[src/rtl/cpu_pkg.sv]
`default_nettype none
// ============================================================================
// Module   : cpu_pkg
// Brief    : Shared widths and the writeback request type for the CPU slice.
// Revision : 1.0 - initial release
// ============================================================================
package cpu_pkg;

  localparam int DATA_W = 32;
  localparam int ADDR_W = 4;
  localparam int NREGS  = 2 ** ADDR_W;

  typedef struct packed {
    logic [ADDR_W-1:0] rd;
    logic [DATA_W-1:0] data;
  } wb_req_t;

endpackage
`default_nettype wire

[src/rtl/ldq_fifo.sv]
`default_nettype none
// ============================================================================
// Module   : ldq_fifo
// Brief    : In-order queue of pending load returns (power-of-two depth).
// Revision : 1.0 - initial release
// ============================================================================
module ldq_fifo
  import cpu_pkg::*;
#(
  parameter int DEPTH = 4,
  parameter int CNT_W = $clog2(DEPTH) + 1
) (
  input  logic             clk,
  input  logic             rst_n,
  input  logic             push_i,
  input  wb_req_t          push_data_i,
  input  logic             pop_i,
  output wb_req_t          head_o,
  output logic             full_o,
  output logic             empty_o,
  output logic [CNT_W-1:0] count_o
);

  localparam int               PTR_W   = CNT_W - 1;
  localparam logic [PTR_W-1:0] PTR_ONE = PTR_W'(1);
  localparam logic [CNT_W-1:0] CNT_ONE = CNT_W'(1);

  wb_req_t          mem_q [DEPTH];
  logic [PTR_W-1:0] wr_ptr_q;
  logic [PTR_W-1:0] rd_ptr_q;
  logic [CNT_W-1:0] cnt_q;
  logic [CNT_W-1:0] cnt_d;

  // Caller never pushes when full nor pops when empty.
  always_comb begin
    cnt_d = cnt_q;
    if (push_i && !pop_i) begin
      cnt_d = cnt_q + CNT_ONE;
    end else if (!push_i && pop_i) begin
      cnt_d = cnt_q - CNT_ONE;
    end
  end

  always_ff @(posedge clk or negedge rst_n) begin
    if (!rst_n) begin
      wr_ptr_q <= '0;
      rd_ptr_q <= '0;
      cnt_q    <= '0;
    end else begin
      if (push_i) wr_ptr_q <= wr_ptr_q + PTR_ONE;
      if (pop_i)  rd_ptr_q <= rd_ptr_q + PTR_ONE;
      cnt_q <= cnt_d;
    end
  end

  always_ff @(posedge clk) begin
    if (push_i) mem_q[wr_ptr_q] <= push_data_i;
  end

  assign head_o  = mem_q[rd_ptr_q];
  assign count_o = cnt_q;
  assign full_o  = (cnt_q == CNT_W'(DEPTH));
  assign empty_o = (cnt_q == '0);

endmodule
`default_nettype wire

[src/rtl/wb_stage.sv]
`default_nettype none
// ============================================================================
// Module   : wb_stage
// Brief    : Merges ALU results and queued load returns onto the register-file
//            write port; keeps the pending-load scoreboard. Macro WB_FWD_EN
//            enables the forwarding copy and same-cycle scoreboard clear.
// Revision : 1.0 - initial release
// ============================================================================
module wb_stage
  import cpu_pkg::*;
#(
  parameter int LDQ_DEPTH = 4
) (
  input  logic              clk,
  input  logic              rst_n,
  input  logic              alu_valid,
  input  logic [ADDR_W-1:0] alu_rd,
  input  logic [DATA_W-1:0] alu_data,
  input  logic              ld_issue_valid,
  input  logic [ADDR_W-1:0] ld_issue_rd,
  input  logic              ld_valid,
  output logic              ld_ready,
  input  logic [ADDR_W-1:0] ld_rd,
  input  logic [DATA_W-1:0] ld_data,
  output logic              rf_we,
  output logic [ADDR_W-1:0] rf_waddr,
  output logic [DATA_W-1:0] rf_wdata,
  output logic [NREGS-1:0]  busy,
  output logic              fwd_valid,
  output logic [ADDR_W-1:0] fwd_addr,
  output logic [DATA_W-1:0] fwd_data
);

  localparam int CNT_W = $clog2(LDQ_DEPTH) + 1;

  wb_req_t           q_head;
  wb_req_t           ld_req;
  wb_req_t           wr_req;
  logic              q_full;
  logic              q_empty;
  logic [CNT_W-1:0]  q_count;
  logic              ld_acc;
  logic              q_pop;
  logic              q_push;
  logic              direct;
  logic              wr_en;
  logic [ADDR_W-1:0] clr_rd;
  logic [NREGS-1:0]  set_vec;
  logic [NREGS-1:0]  clr_vec;

  logic              rf_we_q;
  logic [ADDR_W-1:0] rf_waddr_q;
  logic [DATA_W-1:0] rf_wdata_q;
  logic [NREGS-1:0]  busy_q;
  logic [NREGS-1:0]  busy_d;

  // Held low through reset so upstream cannot hand over data that reset would drop.
  assign ld_ready = rst_n && (q_count != CNT_W'(LDQ_DEPTH));
  assign ld_acc   = ld_valid && ld_ready;
  assign ld_req   = '{rd: ld_rd, data: ld_data};

  // ALU first, then the queue head, then a bypassing load only when nothing is queued.
  assign q_pop  = !alu_valid && !q_empty;
  assign direct = !alu_valid && q_empty && ld_acc;
  assign q_push = ld_acc && !direct && !q_full;
  assign wr_en  = alu_valid || !q_empty || ld_acc;
  assign clr_rd = q_empty ? ld_rd : q_head.rd;

  always_comb begin
    wr_req = ld_req;
    if (alu_valid) begin
      wr_req = '{rd: alu_rd, data: alu_data};
    end else if (!q_empty) begin
      wr_req = q_head;
    end
  end

  ldq_fifo #(
    .DEPTH (LDQ_DEPTH),
    .CNT_W (CNT_W)
  ) u_ldq (
    .clk         (clk),
    .rst_n       (rst_n),
    .push_i      (q_push),
    .push_data_i (ld_req),
    .pop_i       (q_pop),
    .head_o      (q_head),
    .full_o      (q_full),
    .empty_o     (q_empty),
    .count_o     (q_count)
  );

  always_comb begin
    set_vec = '0;
    clr_vec = '0;
    for (int i = 0; i < NREGS; i++) begin
      set_vec[i] = ld_issue_valid && (ld_issue_rd == ADDR_W'(i));
      clr_vec[i] = (q_pop || direct) && (clr_rd == ADDR_W'(i));
    end
  end

`ifdef WB_FWD_EN
  assign busy_d = (busy_q & ~clr_vec) | set_vec;

  assign fwd_valid = rf_we_q;
  assign fwd_addr  = rf_waddr_q;
  assign fwd_data  = rf_wdata_q;
`else
  // Clear lands one cycle after the write so decode reads the committed value;
  // a re-issue in either cycle keeps the bit set.
  logic [NREGS-1:0] clr_dly_q;

  always_ff @(posedge clk or negedge rst_n) begin
    if (!rst_n) clr_dly_q <= '0;
    else        clr_dly_q <= clr_vec & ~set_vec;
  end

  assign busy_d = (busy_q & ~clr_dly_q) | set_vec;

  assign fwd_valid = 1'b0;
  assign fwd_addr  = '0;
  assign fwd_data  = '0;
`endif

  always_ff @(posedge clk or negedge rst_n) begin
    if (!rst_n) begin
      rf_we_q    <= 1'b0;
      rf_waddr_q <= '0;
      rf_wdata_q <= '0;
      busy_q     <= '0;
    end else begin
      rf_we_q <= wr_en;
      if (wr_en) begin
        rf_waddr_q <= wr_req.rd;
        rf_wdata_q <= wr_req.data;
      end
      busy_q <= busy_d;
    end
  end

  assign rf_we    = rf_we_q;
  assign rf_waddr = rf_waddr_q;
  assign rf_wdata = rf_wdata_q;
  assign busy     = busy_q;

endmodule
`default_nettype wire

[config.mk]
export PLATFORM = sky130hd
export DESIGN_NAME = wb_stage
export DESIGN_NICKNAME = d
export VERILOG_FILES = /design/src/rtl/cpu_pkg.sv /design/src/rtl/ldq_fifo.sv /design/src/rtl/wb_stage.sv
export SDC_FILE = /design/constraint.sdc
export NUM_CORES = 1
export LEC_CHECK = 0
export CAP_MARGIN = 40
export CORE_ASPECT_RATIO = 1.4
export CORE_MARGIN = 4
export CORE_UTILIZATION = 40
export DETAILED_ROUTE_END_ITERATION = 6
export PLACE_DENSITY = 0.67
export SLEW_MARGIN = 25
export SYNTH_ARGS = -nofsm -noshare
export SYNTH_HDL_FRONTEND = slang
export SYNTH_SLANG_ARGS = --single-unit
[constraint.sdc]
create_clock -name clk -period 3.18 [get_ports clk]
set_input_delay 0.636 -clock clk [delete_from_list [all_inputs] [get_ports clk]]
set_output_delay 0.636 -clock clk [all_outputs]
set_load 0.01 [all_outputs]
==> impl_metrics.py, run 1 <==
metrics = {
    "layout": {
        "fillers": 1859,
        "post-route-util_pct": 51.4,
        "area_delta_synth_final_pct": 25.4,
        "ff_latch_area_sq_um": 6230,
        "nNetsFinal": 830,
        "multi_input_area_sq_um": 2660,
        "design_area_sq_um": 11700,
        "drive_above_1_share_pct": 14.5,
    },
    "synth": {
        "seq_area_frac_synth_pct": 66.9,
        "synth_largest_area_cell": "edfxtp_1",
        "synth_enable_flop_cells": 144,
        "synth_area_per_cell_sq_um": 15.5,
        "synth_ff_type": "edfxtp_1",
        "ys_warn_count": 0,
        "synth_cell_types": 46,
        "postSynthCellCount": 602,
        "synthesis.area_sq_um": 9310,
        "synthTopCellsByArea": "edfxtp_1 46%, dfrtp_1 20%, mux4_2 8.5%",
        "yosysTopAreaCellShare_pct": 46.5,
        "synth_seq_cells": 220,
        "synth-async-reset-ratio_pct": 34.5,
    },
    "grt": {
        "grt_max_degree": 75,
        "grt_pass1_vias": 5991,
        "grt_usage_pct": 16.4,
        "antenna_found_initial": 2,
        "grt-ovfl-total": 0,
        "grt_pass1_wl_mm": 33.3,
    },
    "sta": {
        "rsz0062_at_grt": "false",
        "period_minus_slack_ps": 2630,
        "period_share_pct": 82.8,
        "final_hold_viol_count": 0,
        "setup_tns_ps": 0,
        "fmax_ghz": 0.380,
        "setup_viol_count_final": 0,
        "worst_pin_slew_ps": 800,
        "hold_ws_ps": 217,
        "slew_violations": 0,
        "fin_worst_skew_ps": 12.8,
        "slew_headroom_pct": 46.6,
    },
    "floorplan": {
        "die_h_um": 189,
        "core.rowCount": 65,
        "dieArea_sq_um": 25800,
        "core_area_sq_um": 22700,
        "ios": 172,
        "initial_core_util_pct": 41.0,
        "fp.dieW_um": 137,
    },
    "setup_path": {
        "worst_path_max_delay_cell": "clkdlybuf4s50_1",
        "crit_path_start": "u_ldq.count_o[0]",
        "startpoint_type": "register",
        "crit_type": "reg2out",
        "cp.arrival_ps": 2000,
        "path_max_fanout": 6,
        "r2r_setup_slack_ps": 830,
        "end_kind": "output port",
        "required_ps": 2540,
        "max_stage_delay_ps": 640,
        "r2r_start": "u_ldq.count_o[2]",
        "r2r-end": "u_ldq.count_o[1]",
        "r2r_cells": 6,
        "crit_chain": "nor2_1 > a21boi_0 > clkdlybuf4s50_1",
    },
    "cts": {
        "cts_resized": 0,
        "postCtsHoldBufs": 0,
        "cts_sinks": 220,
        "cts_tree": "done",
        "numCtsBuffers": 22,
        "clk_path_buf_depth": 3,
        "cts_setup_buffers": 0,
        "clk_pin_slew_worst_paths_ps": 60,
        "clkLatencyLatePin_ps": 500,
        "clockRootBuffer": "clkbuf_16",
        "htreeDepth": 1,
    },
    "outcome": {
        "outcome": "finished clean",
    },
    "detailed_routing": {
        "wl_per_cell_um": 20.4,
        "drt_first_pass_iters": 4,
        "vias": 5692,
        "drc_errors": 0,
        "vias_per_cell": 5.37,
        "routed_wl_mm": 21.6,
        "postRouteAntennaNets": 0,
        "drt-initial-drc-count": 404,
    },
    "placement": {
        "dp_hpwl_mm": 14.7,
        "port_buffers": 134,
        "gp_congestion": 0.824,
        "dpl_cell_area_sq_um": 10900,
    },
    "flow_run": {
        "drv_cap": 0,
    },
    "pwr": {
        "power.density_nw_per_um2": 824,
        "peakVddDrop_uv": 405,
        "power.leakage_nw": 4.27,
    },
    "min_path": {
        "hp-class": "in2async",
    },
}
[how the worst max path moves through the flow]
stage | to | slack, ps
after floorplan | u_ldq.mem_q[0][0] | 550
after global placement | u_ldq.count_o[2] | 570
after detailed placement | u_ldq.count_o[2] | 530
after CTS | ld_ready | 470
after global routing | ld_ready | 400
final | ld_ready | 550
[logic make-up (layout without fill, tap and decap cells)]
family          after synthesis  count (layout)  share of synthesized area [%]
fa+ha+maj                     6               6                          0.887
flops                       220             220                           66.9
xor+xnor                      6               6                          0.565
simple gates                 91              91                           5.71
mux                          42              42                           9.34
other cells                   1              38                         0.0403
buf+inv                      94             214                           6.08
compound gates              142             142                           10.5
[per-layer routing]
layer,vias to the layer above,GRT usage (%),part of all wire [%],routed length [um]
li1,2555,-,-,-
met2,197,29.8,55,11800
met4,2,4.80,2.0,439
met1,2908,20.2,38,8190
met3,30,2.27,5.4,1170
met5,-,0,0.060,13
[layout by cell type (no fill, tap or decap), drive strengths merged, types with 12 or more instances in the layout]
cell           count
edfxtp           144
clkdlybuf4s50    132
dfrtp             76
a22oi             64
conb              37
mux4              35
o21ai             32
clkbuf            28
inv               25
nor3              22
nor2              20
buf               20
a211oi            14
o22ai             12
[critical path, delay by kind of cell, from the launching register on]
kind | cells | cell delay [ps]
buffers and inverters | 1 | 640
flip-flops | 1 | 490
AO/OA/AOI/OAI | 1 | 310
AND/OR/NAND/NOR | 1 | 60
[power by group]
group	switching, W	leakage, nW	internal, W
Combinational	0.00150	1.67	0.00152
Clock	0.00105	0.375	0.00164
Sequential	0.000307	2.22	0.00361
Total	0.00286	4.27	0.00677
[metrics by stage]
stage	setup slack (ps)	cells	total power [W]
2_1_floorplan	547	638	0.00578
3_3_place_gp	568	1019	0.00692
3_5_place_dp	532	1020	0.00703
4_1_cts	468	1059	0.00975
5_1_grt	397	1060	0.0101
6_report	548	1060	0.00962
[registers in the layout, summed over array words and instances, names as in the netlist]
name / flops
u_ldq.wr_ptr_q: 2
rf_wdata: 32
u_ldq.count_o: 3
clr_dly_q: 16
rf_waddr: 4
u_ldq.mem_q: 144
u_ldq.rd_ptr_q: 2
busy: 16
rf_we: 1
[cell usage after synthesis, drive strengths merged, types with 6 or more instances]
cell type and n:
nor2 20, buf 61, nor3b 6, nand2 6
mux2 6, dfrtp 76, clkbuf 10, o31ai 8
or3b 7, a211oi 14, nand3b 9, mux4 35
inv 23, o21ai 32, o22ai 12, edfxtp 144
a22oi 64, nor3 22
[final cells by class]
class / count / area share, %
Sequential cell: 220 / 53.4
Multi-Input combinational cell: 324 / 22.8
Timing Repair Buffer: 152 / 13.3
Clock buffer: 28 / 5.35
Tap cell: 301 / 3.23
Clock inverter: 11 / 1.20
Inverter: 23 / 0.740
Antenna cell: 1 / 0.0214
(Power assumes the default switching activity.)
==> run 2: changes to the inputs <==
- clock period: 3.18 -> 2.6 ns (I/O delays scaled with it)
==> impl_metrics.py, run 2 (synthesized netlist as in run 1, its figures left out) <==
metrics = {
    "outcome": {
        "outcome": "finished clean",
    },
    "sta": {
        "setup_tns_ps": 0,
        "setup_viol_count_final": 0,
        "period_share_pct": 93.4,
        "slew_headroom_pct": 47.9,
        "slew_violations": 0,
        "fin_worst_skew_ps": 9.30,
        "worst_pin_slew_ps": 781,
        "period_minus_slack_ps": 2430,
        "final_hold_viol_count": 0,
        "fmax_ghz": 0.412,
        "rsz0062_at_grt": "false",
        "hold_ws_ps": 120,
    },
    "cts": {
        "cts_setup_buffers": 0,
        "postCtsHoldBufs": 0,
        "clk_path_buf_depth": 3,
        "cts_sinks": 220,
        "cts_tree": "done",
        "clkLatencyLatePin_ps": 500,
        "clockRootBuffer": "clkbuf_16",
        "numCtsBuffers": 22,
        "clk_pin_slew_worst_paths_ps": 60,
        "htreeDepth": 1,
    },
    "layout": {
        "regMostFlops": "u_ldq.mem_q",
        "antenna_cells": 0,
        "drive_above_1_share_pct": 14.7,
        "largest_register_ffs": 144,
        "post-route-util_pct": 51.6,
        "post_layout_nonfiller_instances": 1063,
        "nNetsFinal": 833,
        "final_cell_mix": "144 x edfxtp_1, 132 x clkdlybuf4s50_1, 72 x dfrtp_1",
        "area_delta_synth_final_pct": 25.7,
        "final_common_cell": "edfxtp_1",
        "design_area_sq_um": 11700,
    },
    "setup_path": {
        "worst-path-stages": 4,
        "cp-endpoint": "ld_ready",
        "crit_family": "buffers and inverters",
        "r2r_setup_slack_ps": 320,
        "path_max_fanout": 6,
        "end_kind": "output port",
        "worst_path_max_delay_cell": "clkdlybuf4s50_1",
        "r2r-end": "u_ldq.count_o[1]",
        "cp.arrival_ps": 1910,
        "startpoint_type": "register",
        "crit_type": "reg2out",
        "crit_chain": "nor2_1 > a21boi_1 > buf_4 > clkdlybuf4s50_1",
        "crit_path_start": "u_ldq.count_o[0]",
        "crit_buf_inv": 2,
        "max_stage_delay_ps": 550,
        "r2r_cells": 6,
        "r2r_start": "u_ldq.count_o[2]",
        "required_ps": 2080,
    },
    "placement": {
        "port_buffers": 134,
        "dpl_cell_area_sq_um": 11000,
        "gp_congestion": 0.781,
        "dp_hpwl_mm": 14.4,
        "dp_cells": 1023,
    },
    "floorplan": {
        "dieArea_sq_um": 25800,
        "ios": 172,
        "die_h_um": 189,
        "initial_core_util_pct": 41.0,
        "core.rowCount": 65,
        "core_area_sq_um": 22700,
        "fp.dieW_um": 137,
    },
    "detailed_routing": {
        "drt-initial-drc-count": 394,
        "drc_errors": 0,
        "drt_first_pass_iters": 6,
        "routed_wl_mm": 21.2,
        "vias": 5695,
        "wl_per_cell_um": 20.0,
        "vias_per_cell": 5.36,
        "postRouteAntennaNets": 0,
    },
    "pwr": {
        "power.leakage_nw": 4.27,
        "peakVddDrop_uv": 714,
        "power.density_nw_per_um2": 993,
    },
    "grt": {
        "antenna_found_initial": 1,
        "grt_usage_pct": 16.4,
        "grt_max_degree": 75,
        "grt_pass1_vias": 6106,
        "grt-ovfl-total": 0,
        "grt_pass1_wl_mm": 33.4,
    },
    "flow_run": {
        "drv_cap": 0,
    },
    "min_path": {
        "hp-class": "in2async",
    },
}
==> run 2: cell types whose count changed in the layout (fill, tap and decap cells not counted), sizes merged <==
cell | previous run | this run
inv | 25 | 24
buf | 20 | 23
clkbuf | 28 | 34
diode | 1 | 0
bufinv | 3 | 1
clkinv | 5 | 3
==> run 2: cell type report <==
class                           instances  area, sq um
Clock buffer                           34          658
Timing Repair Buffer                  155         1620
Sequential cell                       220         6230
Inverter                               23         86.3
Multi-Input combinational cell        324         2660
Fill cell                            1874        11000
Clock inverter                          6         61.3
Tap cell                              301          377
==> run 2: through the flow <==
step | power, W | setup slack (ps)
detailed placement | 0.00862 | 83.4
global route | 0.0123 | 23.2
finish | 0.0116 | 173
CTS | 0.0118 | 59.6
floorplan | 0.00707 | 82.8
global placement | 0.00851 | 141
==> run 2: timing repair <==
action,CTS,global route
cloned,0,0
resized for setup,2,1
endpoints found under the setup margin,1,1
endpoints found under the hold margin,0,0
==> run 2: metal layers <==
layer  wire, um  global-route usage (%)  share of wire, %  vias to the layer above
li1           -                       -                 -                     2558
met1       7910                    19.5                37                     2888
met2      11700                    30.3                55                      206
met3       1160                    2.59               5.5                       41
met4        471                    4.38               2.2                        2
met5         13                       0             0.061                        -
==> run 2: worst min path at each step <==
stage	cells past startpoint	start	to
floorplan	0	rst_n	busy[0]
global placement	1	clr_dly_q[14]	busy[14]
detailed placement	1	clr_dly_q[13]	busy[13]
CTS	2	rst_n	rf_wdata[22]
global route	2	rst_n	rf_wdata[29]
finish	2	rst_n	rf_wdata[29]
==> run 2: worst reg2reg max path, stage by stage, from the launching register on <==
cell,delay (ps)
dfrtp_1,450
or3_2,520
o211a_4,250
ha_1,200
inv_1,70
fa_1,410
mux2_2,270
==> run 2: power by group <==
part	internal [W]	total, W	switching (W)
clock	0.00185	0.00312	0.00127
sequential	0.00442	0.00484	0.000423
combinational	0.00190	0.00365	0.00175
total	0.00817	0.0116	0.00345
